**src/rtl/bomb_pkg.sv**
```systemverilog
// Shared types for the bomb-game timing blocks: BCD digit and stopwatch control states.
package bomb_pkg;

  typedef logic [3:0] bcd_t;

  typedef enum logic [1:0] {
    SW_IDLE,
    SW_RUN,
    SW_PAUSE,
    SW_DONE
  } sw_state_t;

endpackage

```
**src/rtl/bcd_digit.sv**
```systemverilog
// One BCD counter digit: increments on inc, wraps to 0 after LIMIT and flags carry to the next digit.
module bcd_digit
  import bomb_pkg::*;
#(
  parameter bcd_t LIMIT = 4'd9
) (
  input  logic clk,
  input  logic rst,
  input  logic clr,
  input  logic inc,
  output bcd_t digit,
  output logic carry
);

  bcd_t digit_q, digit_d;

  assign carry = inc && (digit_q == LIMIT);
  assign digit = digit_q;

  always_comb begin
    digit_d = digit_q;
    if (clr) begin
      digit_d = '0;
    end else if (inc) begin
      digit_d = (digit_q == LIMIT) ? '0 : digit_q + 4'd1;
    end
  end

  always_ff @(posedge clk) begin
    if (rst) begin
      digit_q <= '0;
    end else begin
      digit_q <= digit_d;
    end
  end

endmodule

```
**src/rtl/stopwatch.sv**
```systemverilog
// MM:SS BCD up-counting stopwatch with start/stop/clear FSM, 1 s prescaler and saturating overflow.
// Optional lap snapshot registers are built when STOPWATCH_LAP_EN is defined.
module stopwatch
  import bomb_pkg::*;
#(
  parameter int unsigned TICK_DIV = 100_000_000,
  parameter int unsigned MAX_MIN  = 59
) (
  input  logic clk,
  input  logic rst,
  input  logic start,
  input  logic stop,
  input  logic clear,
`ifdef STOPWATCH_LAP_EN
  input  logic lap,
  output logic lap_valid,
  output bcd_t lap_sec_ones,
  output bcd_t lap_sec_tens,
  output bcd_t lap_min_ones,
  output bcd_t lap_min_tens,
`endif
  output logic running,
  output bcd_t sec_ones,
  output bcd_t sec_tens,
  output bcd_t min_ones,
  output bcd_t min_tens,
  output logic overflow
);

  localparam int unsigned PW     = (TICK_DIV > 2) ? $clog2(TICK_DIV) : 1;
  localparam bcd_t        MAX_MT = 4'(MAX_MIN / 10);
  localparam bcd_t        MAX_MO = 4'(MAX_MIN % 10);

  sw_state_t       state_q, state_d;
  logic [PW-1:0]   presc_q, presc_d;
  logic            running_q, running_d;
  logic            overflow_q, overflow_d;
  logic            tick, sat, at_max, inc_so;
  logic            so_carry, st_carry, mo_carry, mt_carry;

  assign at_max = (min_tens == MAX_MT) && (min_ones == MAX_MO) &&
                  (sec_tens == 4'd5) && (sec_ones == 4'd9);
  assign inc_so = tick && !sat;

  // Next-state: clear beats stop beats start; stop also freezes the prescaler that cycle.
  always_comb begin
    state_d    = state_q;
    presc_d    = presc_q;
    overflow_d = overflow_q;
    tick       = 1'b0;
    sat        = 1'b0;
    if (state_q == SW_RUN && !clear && !stop) begin
      if (presc_q == PW'(TICK_DIV - 1)) begin
        presc_d = '0;
        tick    = 1'b1;
        sat     = at_max;
      end else begin
        presc_d = presc_q + PW'(1);
      end
    end
    if (clear) begin
      state_d    = SW_IDLE;
      presc_d    = '0;
      overflow_d = 1'b0;
    end else if (stop) begin
      if (state_q == SW_RUN) state_d = SW_PAUSE;
    end else if (sat || mt_carry) begin
      state_d    = SW_DONE;
      overflow_d = 1'b1;
    end else if (start && (state_q == SW_IDLE || state_q == SW_PAUSE)) begin
      state_d = SW_RUN;
    end
    running_d = (state_d == SW_RUN);
  end

  always_ff @(posedge clk) begin
    if (rst) begin
      state_q    <= SW_IDLE;
      presc_q    <= '0;
      running_q  <= 1'b0;
      overflow_q <= 1'b0;
    end else begin
      state_q    <= state_d;
      presc_q    <= presc_d;
      running_q  <= running_d;
      overflow_q <= overflow_d;
    end
  end

  assign running  = running_q;
  assign overflow = overflow_q;

  bcd_digit #(.LIMIT(4'd9)) u_sec_ones (
    .clk(clk), .rst(rst), .clr(clear), .inc(inc_so),   .digit(sec_ones), .carry(so_carry)
  );
  bcd_digit #(.LIMIT(4'd5)) u_sec_tens (
    .clk(clk), .rst(rst), .clr(clear), .inc(so_carry), .digit(sec_tens), .carry(st_carry)
  );
  bcd_digit #(.LIMIT(4'd9)) u_min_ones (
    .clk(clk), .rst(rst), .clr(clear), .inc(st_carry), .digit(min_ones), .carry(mo_carry)
  );
  bcd_digit #(.LIMIT(4'd9)) u_min_tens (
    .clk(clk), .rst(rst), .clr(clear), .inc(mo_carry), .digit(min_tens), .carry(mt_carry)
  );

`ifdef STOPWATCH_LAP_EN
  // Lap captures the registered (pre-increment) digits, so a coincident tick is not seen.
  logic snap;
  logic lap_valid_q;
  bcd_t lap_so_q, lap_st_q, lap_mo_q, lap_mt_q;

  assign snap = lap && !clear && (state_q == SW_RUN || state_q == SW_DONE);

  always_ff @(posedge clk) begin
    if (rst || clear) begin
      lap_valid_q <= 1'b0;
      lap_so_q    <= '0;
      lap_st_q    <= '0;
      lap_mo_q    <= '0;
      lap_mt_q    <= '0;
    end else begin
      lap_valid_q <= snap;
      if (snap) begin
        lap_so_q <= sec_ones;
        lap_st_q <= sec_tens;
        lap_mo_q <= min_ones;
        lap_mt_q <= min_tens;
      end
    end
  end

  assign lap_valid    = lap_valid_q;
  assign lap_sec_ones = lap_so_q;
  assign lap_sec_tens = lap_st_q;
  assign lap_min_ones = lap_mo_q;
  assign lap_min_tens = lap_mt_q;
`endif

endmodule

```
**config.mk**
```make
export PLATFORM = sky130hd
export DESIGN_NAME = stopwatch
export DESIGN_NICKNAME = d
export VERILOG_FILES = /design/src/rtl/bomb_pkg.sv /design/src/rtl/bcd_digit.sv /design/src/rtl/stopwatch.sv
export SDC_FILE = /design/constraint.sdc
export NUM_CORES = 1
export LEC_CHECK = 0
export CAP_MARGIN = 10
export CORE_MARGIN = 2
export CORE_UTILIZATION = 50
export CTS_CLUSTER_DIAMETER = 200
export CTS_CLUSTER_SIZE = 24
export DETAILED_ROUTE_END_ITERATION = 12
export PLACE_DENSITY_LB_ADDON = 0.3
export SKIP_LAST_GASP = 1
export SYNTH_ARGS = -nofsm -noshare
export SYNTH_HDL_FRONTEND = slang
export SYNTH_SLANG_ARGS = --single-unit
```
**constraint.sdc**
```tcl
create_clock -name clk -period 3.45 [get_ports clk]
set_input_delay 0.8625 -clock clk [delete_from_list [all_inputs] [get_ports clk]]
set_output_delay 0.8625 -clock clk [all_outputs]
set_load 0.01 [all_outputs]
```
==> results.json <==
{
  "status": "complete, no violations",
  "ys_types": 42,
  "path_clk_slew_ns": 0.09,
  "yosysWarnings": 0,
  "ys_top_cells_by_count": "dfxtp_1 (47), nor2_1 (32), nand2_1 (19)",
  "hold_buffers": 0,
  "cts_made_buffers": 5,
  "floorplan.initialDensity": 0.529,
  "placed_area_sq_um": 2630,
  "die_h_um": 72.6,
  "cts-root-buf": "clkbuf_8",
  "cp-start-kind": "input port",
  "worstPathRequired_ns": 3.69,
  "cts_tree": "done",
  "p_leak_uw": 0.000830,
  "vias": 2084,
  "num-nets-final": 302,
  "die_x_um": 72.6,
  "drc": 0,
  "grt_max_degree": 27,
  "drive_gt1_frac": 0.0673,
  "clkLatencyLatePin_ns": 0.31,
  "dieArea_sq_um": 5260,
  "clock_path_buffers": 2,
  "critPathKind": "input port to flip-flop",
  "n_fill_cell": 398,
  "slowest_stage": "or4_1",
  "cp_num_buf_inv": 2,
  "finalSetupViolCount": 0,
  "reg2reg_setup_slack_ns": 0.86,
  "post-cts-setup-buffer-count": 0,
  "clock_skew_ns": 0.0121,
  "crit_fanout": 17,
  "grt_usage": 0.203,
  "pin_count": 23,
  "crit_path_end_kind": "flip-flop",
  "design_area_sq_um": 2750,
  "crit_path_cell_trace": "clkdlybuf4s50_1 -> nor4b_2 -> nand2_1 -> or4_1 -> buf_4 -> or4b_1 -> a21oi_1",
  "ir_drop_v": 0.000251,
  "min_path_cells": 2,
  "maxCapViolCount": 0,
  "synthCells": 275,
  "wl_per_cell_um": 14.0,
  "routed_wl_mm": 4.87,
  "syn-num-nets": 281,
  "cts_resized": 0,
  "rsz0062_at_grt": "false",
  "synth_seq_area_share": 0.400,
  "synthArstFlopShare": 0,
  "fin_crit_sh": 0.888,
  "hp-class": "flip-flop to flip-flop",
  "ant_nets": 0,
  "globalplace.congestion": 0.827,
  "htree_levels": 2,
  "grt_first_pass_wirelength_mm": 8.56,
  "drtIter0Drc": 119,
  "netlist_top_cells_area": "dfxtp_1 (40%), nor2_1 (5.1%), xnor2_1 (4.8%)",
  "syn_avg_cell_area_sq_um": 8.54,
  "area_growth_pct": 16.9,
  "rows": 24,
  "synth_edf_count": 0,
  "syn_area_sq_um": 2350,
  "drv_slew": 0,
  "ys.flop_type": "dfxtp_1",
  "rr_worst_depth": 6,
  "grt_pass1_vias": 1884,
  "synth_top_area_frac": 0.400,
  "yosysTopAreaCell": "dfxtp_1",
  "synth_seq_cells": 47,
  "antenna_found_initial": 0,
  "fin_crit_ns": 3.06,
  "post-synth-top-count-cell": "dfxtp_1",
  "drt_first_pass_iters": 4,
  "power_density_nw_per_um2": 360,
  "cts_sinks": 47,
  "max_slew_margin": 0.575,
  "overflow": 0,
  "port-buffer-count": 22,
  "hold_violations": 0,
  "crit_family": "simple AND/OR/NAND/NOR gates",
  "vias_per_cell": 5.97,
  "fmax_ghz": 0.327,
  "worst_pin_slew_ns": 0.631,
  "tns_ns": 0,
  "cp.arrival_ns": 3.30,
  "dp.final_hpwl_mm": 3.32,
  "cp.depth": 7,
  "diodes": 0,
  "core_sq_um": 4440,
  "max_stage_delay_ns": 0.60
}
[final cells by class]
class                           instances  area [sq um]  share of cell area
Multi-Input combinational cell        210          1340               0.486
Clock inverter                          3          47.5              0.0173
Timing Repair Buffer                   27           270              0.0984
Tap cell                               52          65.1              0.0237
Sequential cell                        47           941               0.343
Inverter                                5          18.8             0.00683
Clock buffer                            5          68.8              0.0251
[sequential cells by signal, summed over array words and instances, names as in the netlist]
signal and cells:
u_sec_ones.digit 4, u_min_tens.digit 4, overflow 1, presc_q 27
u_sec_tens.digit 4, running 1, u_min_ones.digit 4, state_q 2
[routing by layer]
metal	vias to the layer above	GRT usage	wire (um)
li1	1052	-	-
met1	979	0.272	2390
met2	42	0.312	2170
met3	11	0.0458	205
met4	0	0.0905	109
met5	-	0	0
[where the power goes]
group	internal, uW	switching (uW)	total (uW)
clock network	220	200	419
logic	11.1	15.5	26.7
registers	543	1.00	544
total	774	216	990
[path summary, 6_finish.rpt]
path / from / end
setup / recovery: stop / u_sec_tens.digit[1]$_SDFFE_PP0N_
setup reg to reg: presc_q[4]$_SDFFE_PP0N_ / u_sec_tens.digit[1]$_SDFFE_PP0N_
hold reg to reg: overflow$_SDFFE_PP0P_ / overflow$_SDFFE_PP0P_
hold / removal: overflow$_SDFFE_PP0P_ / overflow$_SDFFE_PP0P_
[worst reg2reg max path, cell delays in order (launching register included)]
cell and delay [ns]:
dfxtp_1 0.43, and4_1 0.40, nand3_4 0.20, or4_1 0.60, buf_4 0.22, or4b_1 0.52, a21oi_1 0.14
[logic make-up after synthesis]
kind of cell,synth area share
xor gates and xnor gates,0.0932
DFF,0.400
buffers and inverters,0.0314
adders and majority gates,0.00532
AOI/OAI and AO/OA,0.109
and+or+nand+nor,0.352
muxes,0.00852
[placed cells by master, fill, tap and decap left out, types with 3 or more instances in the layout]
cell type and n:
clkdlybuf4s50_1 22, o31ai_1 8, a21oi_1 18, or4_1 10, nand4_1 7, nor2_1 32, nor4bb_1 4, and3_1 9
nor4_1 8, nand2_1 19, dfxtp_1 47, nand3_1 14, clkbuf_8 5, o21ai_0 7, buf_4 4, xor2_1 12
nor3_1 3, or4b_1 3, nor4b_1 4, or3_1 5, and4_1 3, and2_1 3, inv_1 5, nor2b_1 4
xnor2_1 13
[metrics by stage]
stage | instances | util | hold WS, ns | power (uW) | setup WS, ns
global route | 349 | 0.618 | 0.466 | 1030 | 0.220
finish | 349 | 0.618 | 0.447 | 990 | 0.387
CTS | 349 | 0.618 | 0.452 | 1000 | 0.368
floorplan | 275 | - | 0.461 | 570 | 0.672
global placement | 341 | 0.592 | 0.433 | 583 | 0.155
detailed placement | 341 | 0.592 | 0.437 | 583 | 0.0566
Power figures use the tool's default switching activity.
